## src/rtl/fwd_pkg.sv

```systemverilog
// Shared constants for the operand bypass network: select encodings and the
// bit layout of one in-flight producer tag entry.
package fwd_pkg;

  localparam int unsigned SEL_RF = 0;

  // Tag entry layout: {rd, isload, valid}, valid in bit 0.
  localparam int unsigned TAG_VALID_BIT  = 0;
  localparam int unsigned TAG_ISLOAD_BIT = 1;
  localparam int unsigned TAG_RD_LSB     = 2;

  function automatic int unsigned tag_w(input int unsigned regw);
    return regw + TAG_RD_LSB;
  endfunction

  // SEL_ZERO depends on the tracked depth, so it is derived per instance.
  function automatic int unsigned sel_zero(input int unsigned depth);
    return depth + 1;
  endfunction

endpackage

```

## src/rtl/operand_forward_unit_if.sv

```systemverilog
// Issue/bypass bus between the ID stage and the EX-stage operand forwarding unit.
interface operand_forward_unit_if #(
  parameter int unsigned XLEN  = 32,
  parameter int unsigned REGW  = 5,
  parameter int unsigned DEPTH = 3,
  parameter int unsigned NOPS  = 2,
  parameter int unsigned CNTW  = 16,
  parameter int unsigned SELW  = $clog2(DEPTH + 2)
);

  logic                   issue_valid_i;
  logic [NOPS*REGW-1:0]   issue_rs_i;
  logic [REGW-1:0]        issue_rd_i;
  logic                   issue_regwrite_i;
  logic                   issue_isload_i;
  logic                   flush_i;
  logic [NOPS*XLEN-1:0]   rf_data_i;
  logic [DEPTH*XLEN-1:0]  stage_data_i;
  logic                   stall_o;
  logic                   op_valid_o;
  logic [NOPS*XLEN-1:0]   op_data_o;
  logic [NOPS*SELW-1:0]   fwd_sel_o;
  logic [CNTW-1:0]        stall_cnt_o;

  modport master (
    output issue_valid_i, issue_rs_i, issue_rd_i, issue_regwrite_i, issue_isload_i,
    output flush_i, rf_data_i, stage_data_i,
    input  stall_o, op_valid_o, op_data_o, fwd_sel_o, stall_cnt_o
  );

  modport slave (
    input  issue_valid_i, issue_rs_i, issue_rd_i, issue_regwrite_i, issue_isload_i,
    input  flush_i, rf_data_i, stage_data_i,
    output stall_o, op_valid_o, op_data_o, fwd_sel_o, stall_cnt_o
  );

endinterface

```

## src/rtl/fwd_operand_sel.sv

```systemverilog
// Priority tag match and bypass mux for a single source operand; the youngest
// matching producer wins and flags a load-use hazard if its data is not ready.
module fwd_operand_sel
  import fwd_pkg::*;
#(
  parameter int unsigned XLEN     = 32,
  parameter int unsigned REGW     = 5,
  parameter int unsigned DEPTH    = 3,
  parameter int unsigned LOAD_LAT = 1,
  parameter int unsigned SELW     = $clog2(DEPTH + 2)
) (
  input  logic [REGW-1:0]       rs_i,
  input  logic [XLEN-1:0]       rf_data_i,
  input  logic [DEPTH*XLEN-1:0] stage_data_i,
  input  logic [DEPTH-1:0]      tag_valid_i,
  input  logic [DEPTH*REGW-1:0] tag_rd_i,
  input  logic [DEPTH-1:0]      tag_isload_i,
  output logic [XLEN-1:0]       data_o,
  output logic [SELW-1:0]       sel_o,
  output logic                  hazard_o
);

  logic found;

  always_comb begin
    data_o   = rf_data_i;
    sel_o    = SELW'(SEL_RF);
    hazard_o = 1'b0;
    found    = 1'b0;
    for (int unsigned i = 0; i < DEPTH; i++) begin
      if (!found && tag_valid_i[i] && (tag_rd_i[i*REGW +: REGW] == rs_i)) begin
        found    = 1'b1;
        data_o   = stage_data_i[i*XLEN +: XLEN];
        sel_o    = SELW'(i + 1);
        hazard_o = tag_isload_i[i] && (i < LOAD_LAT);
      end
    end
    // x0 reads as zero regardless of any producer tagged x0.
    if (rs_i == '0) begin
      data_o   = '0;
      sel_o    = SELW'(sel_zero(DEPTH));
      hazard_o = 1'b0;
    end
  end

endmodule

```

## src/rtl/operand_forward_unit.sv

```systemverilog
// EX-stage operand bypass network: tracks in-flight producer tags, forwards the
// youngest match per operand, stalls on load-use hazards and counts stall cycles.
module operand_forward_unit
  import fwd_pkg::*;
#(
  parameter int unsigned XLEN     = 32,
  parameter int unsigned REGW     = 5,
  parameter int unsigned DEPTH    = 3,
  parameter int unsigned NOPS     = 2,
  parameter int unsigned LOAD_LAT = 1,
  parameter int unsigned CNTW     = 16,
  parameter int unsigned SELW     = $clog2(DEPTH + 2)
) (
  input logic              clk_i,
  input logic              rst_i,
  operand_forward_unit_if.slave bus
);

  localparam int unsigned TagW = tag_w(REGW);

  logic [DEPTH-1:0][TagW-1:0] tag_q, tag_d;
  logic [DEPTH-1:0]           tag_valid;
  logic [DEPTH-1:0]           tag_isload;
  logic [DEPTH*REGW-1:0]      tag_rd;

  logic [NOPS*XLEN-1:0] op_data_sel;
  logic [NOPS*SELW-1:0] fwd_sel_sel;
  logic [NOPS-1:0]      hazard;
  logic                 stall;
  logic                 issue;

  logic                 op_valid_q, op_valid_d;
  logic [NOPS*XLEN-1:0] op_data_q, op_data_d;
  logic [NOPS*SELW-1:0] fwd_sel_q, fwd_sel_d;
  logic [CNTW-1:0]      stall_cnt_q, stall_cnt_d;

  always_comb begin
    tag_valid  = '0;
    tag_isload = '0;
    tag_rd     = '0;
    for (int unsigned i = 0; i < DEPTH; i++) begin
      tag_valid[i]              = tag_q[i][TAG_VALID_BIT];
      tag_isload[i]             = tag_q[i][TAG_ISLOAD_BIT];
      tag_rd[i*REGW +: REGW]    = tag_q[i][TAG_RD_LSB +: REGW];
    end
  end

  for (genvar k = 0; k < NOPS; k++) begin : g_op
    fwd_operand_sel #(
      .XLEN     (XLEN),
      .REGW     (REGW),
      .DEPTH    (DEPTH),
      .LOAD_LAT (LOAD_LAT),
      .SELW     (SELW)
    ) u_sel (
      .rs_i         (bus.issue_rs_i[k*REGW +: REGW]),
      .rf_data_i    (bus.rf_data_i[k*XLEN +: XLEN]),
      .stage_data_i (bus.stage_data_i),
      .tag_valid_i  (tag_valid),
      .tag_rd_i     (tag_rd),
      .tag_isload_i (tag_isload),
      .data_o       (op_data_sel[k*XLEN +: XLEN]),
      .sel_o        (fwd_sel_sel[k*SELW +: SELW]),
      .hazard_o     (hazard[k])
    );
  end

  // Flush dominates a hazard: the squashed instruction never waits.
  assign stall = bus.issue_valid_i && !bus.flush_i && (|hazard);
  assign issue = bus.issue_valid_i && !stall && !bus.flush_i;

  always_comb begin
    tag_d    = '0;
    tag_d[0][TAG_VALID_BIT]       = issue && bus.issue_regwrite_i && (bus.issue_rd_i != '0);
    tag_d[0][TAG_ISLOAD_BIT]      = bus.issue_isload_i;
    tag_d[0][TAG_RD_LSB +: REGW]  = bus.issue_rd_i;
    for (int unsigned i = 1; i < DEPTH; i++) begin
      tag_d[i] = tag_q[i-1];
    end
  end

  always_comb begin
    op_valid_d  = issue;
    op_data_d   = issue ? op_data_sel : op_data_q;
    fwd_sel_d   = issue ? fwd_sel_sel : fwd_sel_q;
    stall_cnt_d = stall_cnt_q;
    if (stall && (stall_cnt_q != {CNTW{1'b1}})) begin
      stall_cnt_d = stall_cnt_q + 1'b1;
    end
  end

  always_ff @(posedge clk_i) begin
    if (!rst_i) begin
      tag_q       <= '0;
      op_valid_q  <= 1'b0;
      op_data_q   <= '0;
      fwd_sel_q   <= '0;
      stall_cnt_q <= '0;
    end else begin
      tag_q       <= tag_d;
      op_valid_q  <= op_valid_d;
      op_data_q   <= op_data_d;
      fwd_sel_q   <= fwd_sel_d;
      stall_cnt_q <= stall_cnt_d;
    end
  end

  assign bus.stall_o     = stall;
  assign bus.op_valid_o  = op_valid_q;
  assign bus.op_data_o   = op_data_q;
  assign bus.fwd_sel_o   = fwd_sel_q;
  assign bus.stall_cnt_o = stall_cnt_q;

endmodule

```

## src/flat_wrapper.sv

```systemverilog
// flat-port wrapper written by rule: the top's interface ports become plain ports
module operand_forward_unit_flat import fwd_pkg::*;
#(
  parameter int unsigned XLEN     = 32,
  parameter int unsigned REGW     = 5,
  parameter int unsigned DEPTH    = 3,
  parameter int unsigned NOPS     = 2,
  parameter int unsigned LOAD_LAT = 1,
  parameter int unsigned CNTW     = 16,
  parameter int unsigned SELW     = $clog2(DEPTH + 2)
)
  (clk_i, rst_i, bus_issue_valid_i, bus_issue_rs_i, bus_issue_rd_i, bus_issue_regwrite_i, bus_issue_isload_i, bus_flush_i, bus_rf_data_i, bus_stage_data_i, bus_stall_o, bus_op_valid_o, bus_op_data_o, bus_fwd_sel_o, bus_stall_cnt_o);
  operand_forward_unit_if #(.XLEN(XLEN), .REGW(REGW), .DEPTH(DEPTH), .NOPS(NOPS), .CNTW(CNTW), .SELW(SELW)) bus_i ();
  input logic clk_i;
  input logic rst_i;
  input wire logic [$bits(bus_i.issue_valid_i)-1:0] bus_issue_valid_i;
  input wire logic [$bits(bus_i.issue_rs_i)-1:0] bus_issue_rs_i;
  input wire logic [$bits(bus_i.issue_rd_i)-1:0] bus_issue_rd_i;
  input wire logic [$bits(bus_i.issue_regwrite_i)-1:0] bus_issue_regwrite_i;
  input wire logic [$bits(bus_i.issue_isload_i)-1:0] bus_issue_isload_i;
  input wire logic [$bits(bus_i.flush_i)-1:0] bus_flush_i;
  input wire logic [$bits(bus_i.rf_data_i)-1:0] bus_rf_data_i;
  input wire logic [$bits(bus_i.stage_data_i)-1:0] bus_stage_data_i;
  output wire logic [$bits(bus_i.stall_o)-1:0] bus_stall_o;
  output wire logic [$bits(bus_i.op_valid_o)-1:0] bus_op_valid_o;
  output wire logic [$bits(bus_i.op_data_o)-1:0] bus_op_data_o;
  output wire logic [$bits(bus_i.fwd_sel_o)-1:0] bus_fwd_sel_o;
  output wire logic [$bits(bus_i.stall_cnt_o)-1:0] bus_stall_cnt_o;
  assign bus_i.issue_valid_i = bus_issue_valid_i;
  assign bus_i.issue_rs_i = bus_issue_rs_i;
  assign bus_i.issue_rd_i = bus_issue_rd_i;
  assign bus_i.issue_regwrite_i = bus_issue_regwrite_i;
  assign bus_i.issue_isload_i = bus_issue_isload_i;
  assign bus_i.flush_i = bus_flush_i;
  assign bus_i.rf_data_i = bus_rf_data_i;
  assign bus_i.stage_data_i = bus_stage_data_i;
  assign bus_stall_o = bus_i.stall_o;
  assign bus_op_valid_o = bus_i.op_valid_o;
  assign bus_op_data_o = bus_i.op_data_o;
  assign bus_fwd_sel_o = bus_i.fwd_sel_o;
  assign bus_stall_cnt_o = bus_i.stall_cnt_o;
  operand_forward_unit #(.XLEN(XLEN), .REGW(REGW), .DEPTH(DEPTH), .NOPS(NOPS), .LOAD_LAT(LOAD_LAT), .CNTW(CNTW), .SELW(SELW)) u_core (.clk_i(clk_i), .rst_i(rst_i), .bus(bus_i));
endmodule
```

## config.mk

```make
export PLATFORM = sky130hd
export DESIGN_NAME = operand_forward_unit_flat
export DESIGN_NICKNAME = d
export VERILOG_FILES = /design/src/rtl/fwd_pkg.sv /design/src/rtl/operand_forward_unit_if.sv /design/src/rtl/fwd_operand_sel.sv /design/src/rtl/operand_forward_unit.sv /design/src/flat_wrapper.sv
export SDC_FILE = /design/constraint.sdc
export NUM_CORES = 1
export LEC_CHECK = 0
export ABC_AREA = 1
export CORE_MARGIN = 2
export CORE_UTILIZATION = 45
export DETAILED_ROUTE_END_ITERATION = 10
export PLACE_DENSITY = 0.86
export SETUP_SLACK_MARGIN = 0.05
export SYNTH_ARGS = -nofsm -noshare
export SYNTH_HDL_FRONTEND = slang
export SYNTH_SLANG_ARGS = --single-unit
```

## constraint.sdc

```tcl
create_clock -name clk_i -period 2.2 [get_ports clk_i]
set_clock_uncertainty 0.05 [all_clocks]
set_input_delay 0.33 -clock clk_i [delete_from_list [all_inputs] [get_ports clk_i]]
set_output_delay 0.33 -clock clk_i [all_outputs]
set_load 0.01 [all_outputs]
```

==> results.toml <==
[status]
status = "complete, no violations"

[synth]
synthesis.nets = 1436
synthTopCellsByArea = "dfxtp_1 (30%), nand2_1 (22%), nand3_1 (14%)"
synth_fa_ha_area_share_pct = 0.174
synthesis.area_sq_um = 7180
synth_largest_area_cell = "dfxtp_1"
ys_warn_count = 0
yosysSeqAreaShare_pct = 29.6
syn_avg_cell_area_sq_um = 5.73
synthMuxAreaShare_pct = 0
synth_compound_area_share_pct = 6.80
synth-simple-area-share_pct = 50.7
synth_top_family_by_area = "simple AND/OR/NAND/NOR gates"
synth_top_area_share_pct = 29.6
synth_xor_area_share_pct = 2.07
syn_inst = 1254
synth_seq_cells = 106
synth.distinct_cells = 32

[hold_path]
min_path_type = "reg2reg"

[layout]
finalNetCount = 1726
regArea_sq_um = 2120
drive_gt1_share_pct = 8.91
fin_area_sq_um = 10900
n_antenna_cell = 0
fillers = 1365
area_growth_pct = 52.1
fin_util_pct = 69.5
multi_input_area_sq_um = 4320

[placed_design]
dp_slack_ns = -0.409
port_buffers = 268
routabilityCongestion = 0.953
dp_hpwl_um = 21500
dpl_cell_area_sq_um = 10600

[global_route]
grt-ovfl-total = 0
grt_max_degree = 45
grt_pass1_vias = 8711
grt_first_pass_wirelength_um = 44100
antenna_found_initial = 0
gr-usage-all-layers_pct = 33.6

[power_and_ir_drop]
p_per_area_nw_per_um2 = 426
power.leakage_nw = 5.17
power_mw = 4.65
ir_worst_vdd_uv = 335

[clock_network]
cts-buffers-inserted = 9
numClockSinks = 106
cts_setup_buffers = 0
cts-root-buf = "clkbuf_16"
cts_buffer_depth = 2
cts_tree = "yes"
clk_latency_ns = 0.35
ctsHtreeMaxLevel = 3
clk_pin_slew_ns = 0.07

[sta]
setup_viol = 0
relSlewSlack_pct = 72.6
setup_tns_ns = 0
drv_slew = 0
clock.fmax_mhz = 486
fin_crit_sh_pct = 93.5
tightest_slew_ns = 0.411
hold_violations = 0
rsz0062_at_grt = "yes"
layout_min_cycle_time_ns = 2.06
fin_ws_ns = 0.143

[floorplan]
dieHeight_um = 130
pin_count = 269
coreArea_sq_um = 15700
die-area_sq_um = 17000
initial_core_util_pct = 45.7
die_x_um = 130
row_count = 46

[routing]
drt_iter0_drc = 845
vias = 9277
dr.pass1.iters = 7
route.detailed.drc = 0
routedWlPerCell_um = 16.4
wl_um = 29000
ant_nets = 0
viasPerCell = 5.26

[flow_run]
cap_violations = 0

[critical_path]
path_class = "reg2out"
cp_max_fo = 3
cp.arrival_ns = 1.68
max_stage_delay_ns = 0.31
crit_chain = "buf_4, a21oi_1, nand2_1, nor2_4, nand3b_4, nand2_4, inv_2, nor2_8, buf_2"
worstPathRequired_ns = 1.82
critPathCaptureType = "primary output"
critPathLaunchType = "flip-flop"
critPathSlowestCell = "dfxtp_1"
-- final cells by class --
cell class	instances	share of cell area, %
clock buffer	12	2.26
clock inverter	4	0.241
inverter	105	3.66
multi-input combinational	971	39.6
sequential	106	19.5
tap	216	2.48
timing repair buffer	351	32.3
-- cell usage in the layout, fill, tap and decap left out, drive strengths merged --
| cell | instances |
|---|---|
| a21oi | 89 |
| buf | 84 |
| clkbuf | 12 |
| clkdlybuf4s50 | 257 |
| clkinv | 2 |
| clkinvlp | 1 |
| dfxtp | 106 |
| dlygate4sd2 | 10 |
| ha | 1 |
| inv | 106 |
| nand2 | 430 |
| nand3 | 201 |
| nand3b | 3 |
| nand4 | 5 |
| nor2 | 210 |
| nor3 | 5 |
| nor4 | 1 |
| o21ai | 7 |
| o21bai | 1 |
| or3 | 1 |
| xnor2 | 5 |
| xor2 | 12 |
-- logic make-up (layout without fill, tap and decap cells) --
group / count (synthesis) / in the layout
fa+ha+maj: 1 / 1
simple gates: 856 / 856
flops: 106 / 106
buf+inv: 177 / 472
xor+xnor: 17 / 17
compound gates: 97 / 97
-- power breakdown --
| part | leakage [nW] | switching, mW | internal, mW |
|---|---|---|---|
| registers | 0.865 | 0.0486 | 1.99 |
| logic | 4.18 | 0.497 | 0.567 |
| clock network | 0.133 | 0.745 | 0.802 |
-- timing repair --
item,in CTS,in global routing
hold endpoints to repair,0,0
endpoints found under the setup margin,17,40
resized for setup,17,6
hold buffers,0,0
pin swaps,2,2
-- layer usage --
metal	part of all wire [%]	up-vias	global-route usage (%)
li1	-	4511	-
met1	40	4102	41.1
met2	46	565	55.6
met3	10	99	7.01
met4	4.5	0	18.0
met5	0	-	0
-- worst max-delay path: cells and delay by family, from the launching register on --
family	cells	cell delay [ns]
AOI/OAI and AO/OA	1	0.13
buffers and inverters	3	0.34
DFF	1	0.31
and+or+nand+nor	5	0.53
-- final timing paths --
kind / depth (start not counted) / start / slack, ns / endpoint
max: 9 / u_core.tag_d[12] / 0.14 / bus_stall_o
min: 2 / u_core.tag_d[7] / 0.38 / u_core.tag_d[14]
max reg2reg: 8 / u_core.bus.stall_cnt_o[0] / 0.15 / u_core.bus.stall_cnt_o[6]
min reg2reg: 2 / u_core.tag_d[7] / 0.38 / u_core.tag_d[14]
-- stage by stage --
step	hold WS, ns	cells
final	0.380	1765
after global routing	0.400	1765
after CTS	0.381	1765
after detailed placement	0.371	1749
after global placement	0.367	1749
after floorplan	0.357	1254
-- state kept, by name (all words and copies together), names as in the netlist --
signal and count:
u_core.bus.fwd_sel_o 6, u_core.bus.op_data_o 64, u_core.bus.op_valid_o 1, u_core.bus.stall_cnt_o 16
u_core.tag_d 13, u_core.tag_q 6
-- cell usage after synthesis, drive strengths merged --
master	number
ha	1
xor2	12
inv	105
dfxtp	106
a21oi	89
buf	45
o21bai	1
nand3	201
o21ai	7
nand4	5
nand3b	3
nor2	210
xnor2	5
clkbuf	27
nand2	430
or3	1
nor4	1
nor3	5
(Power assumes the default switching activity.)
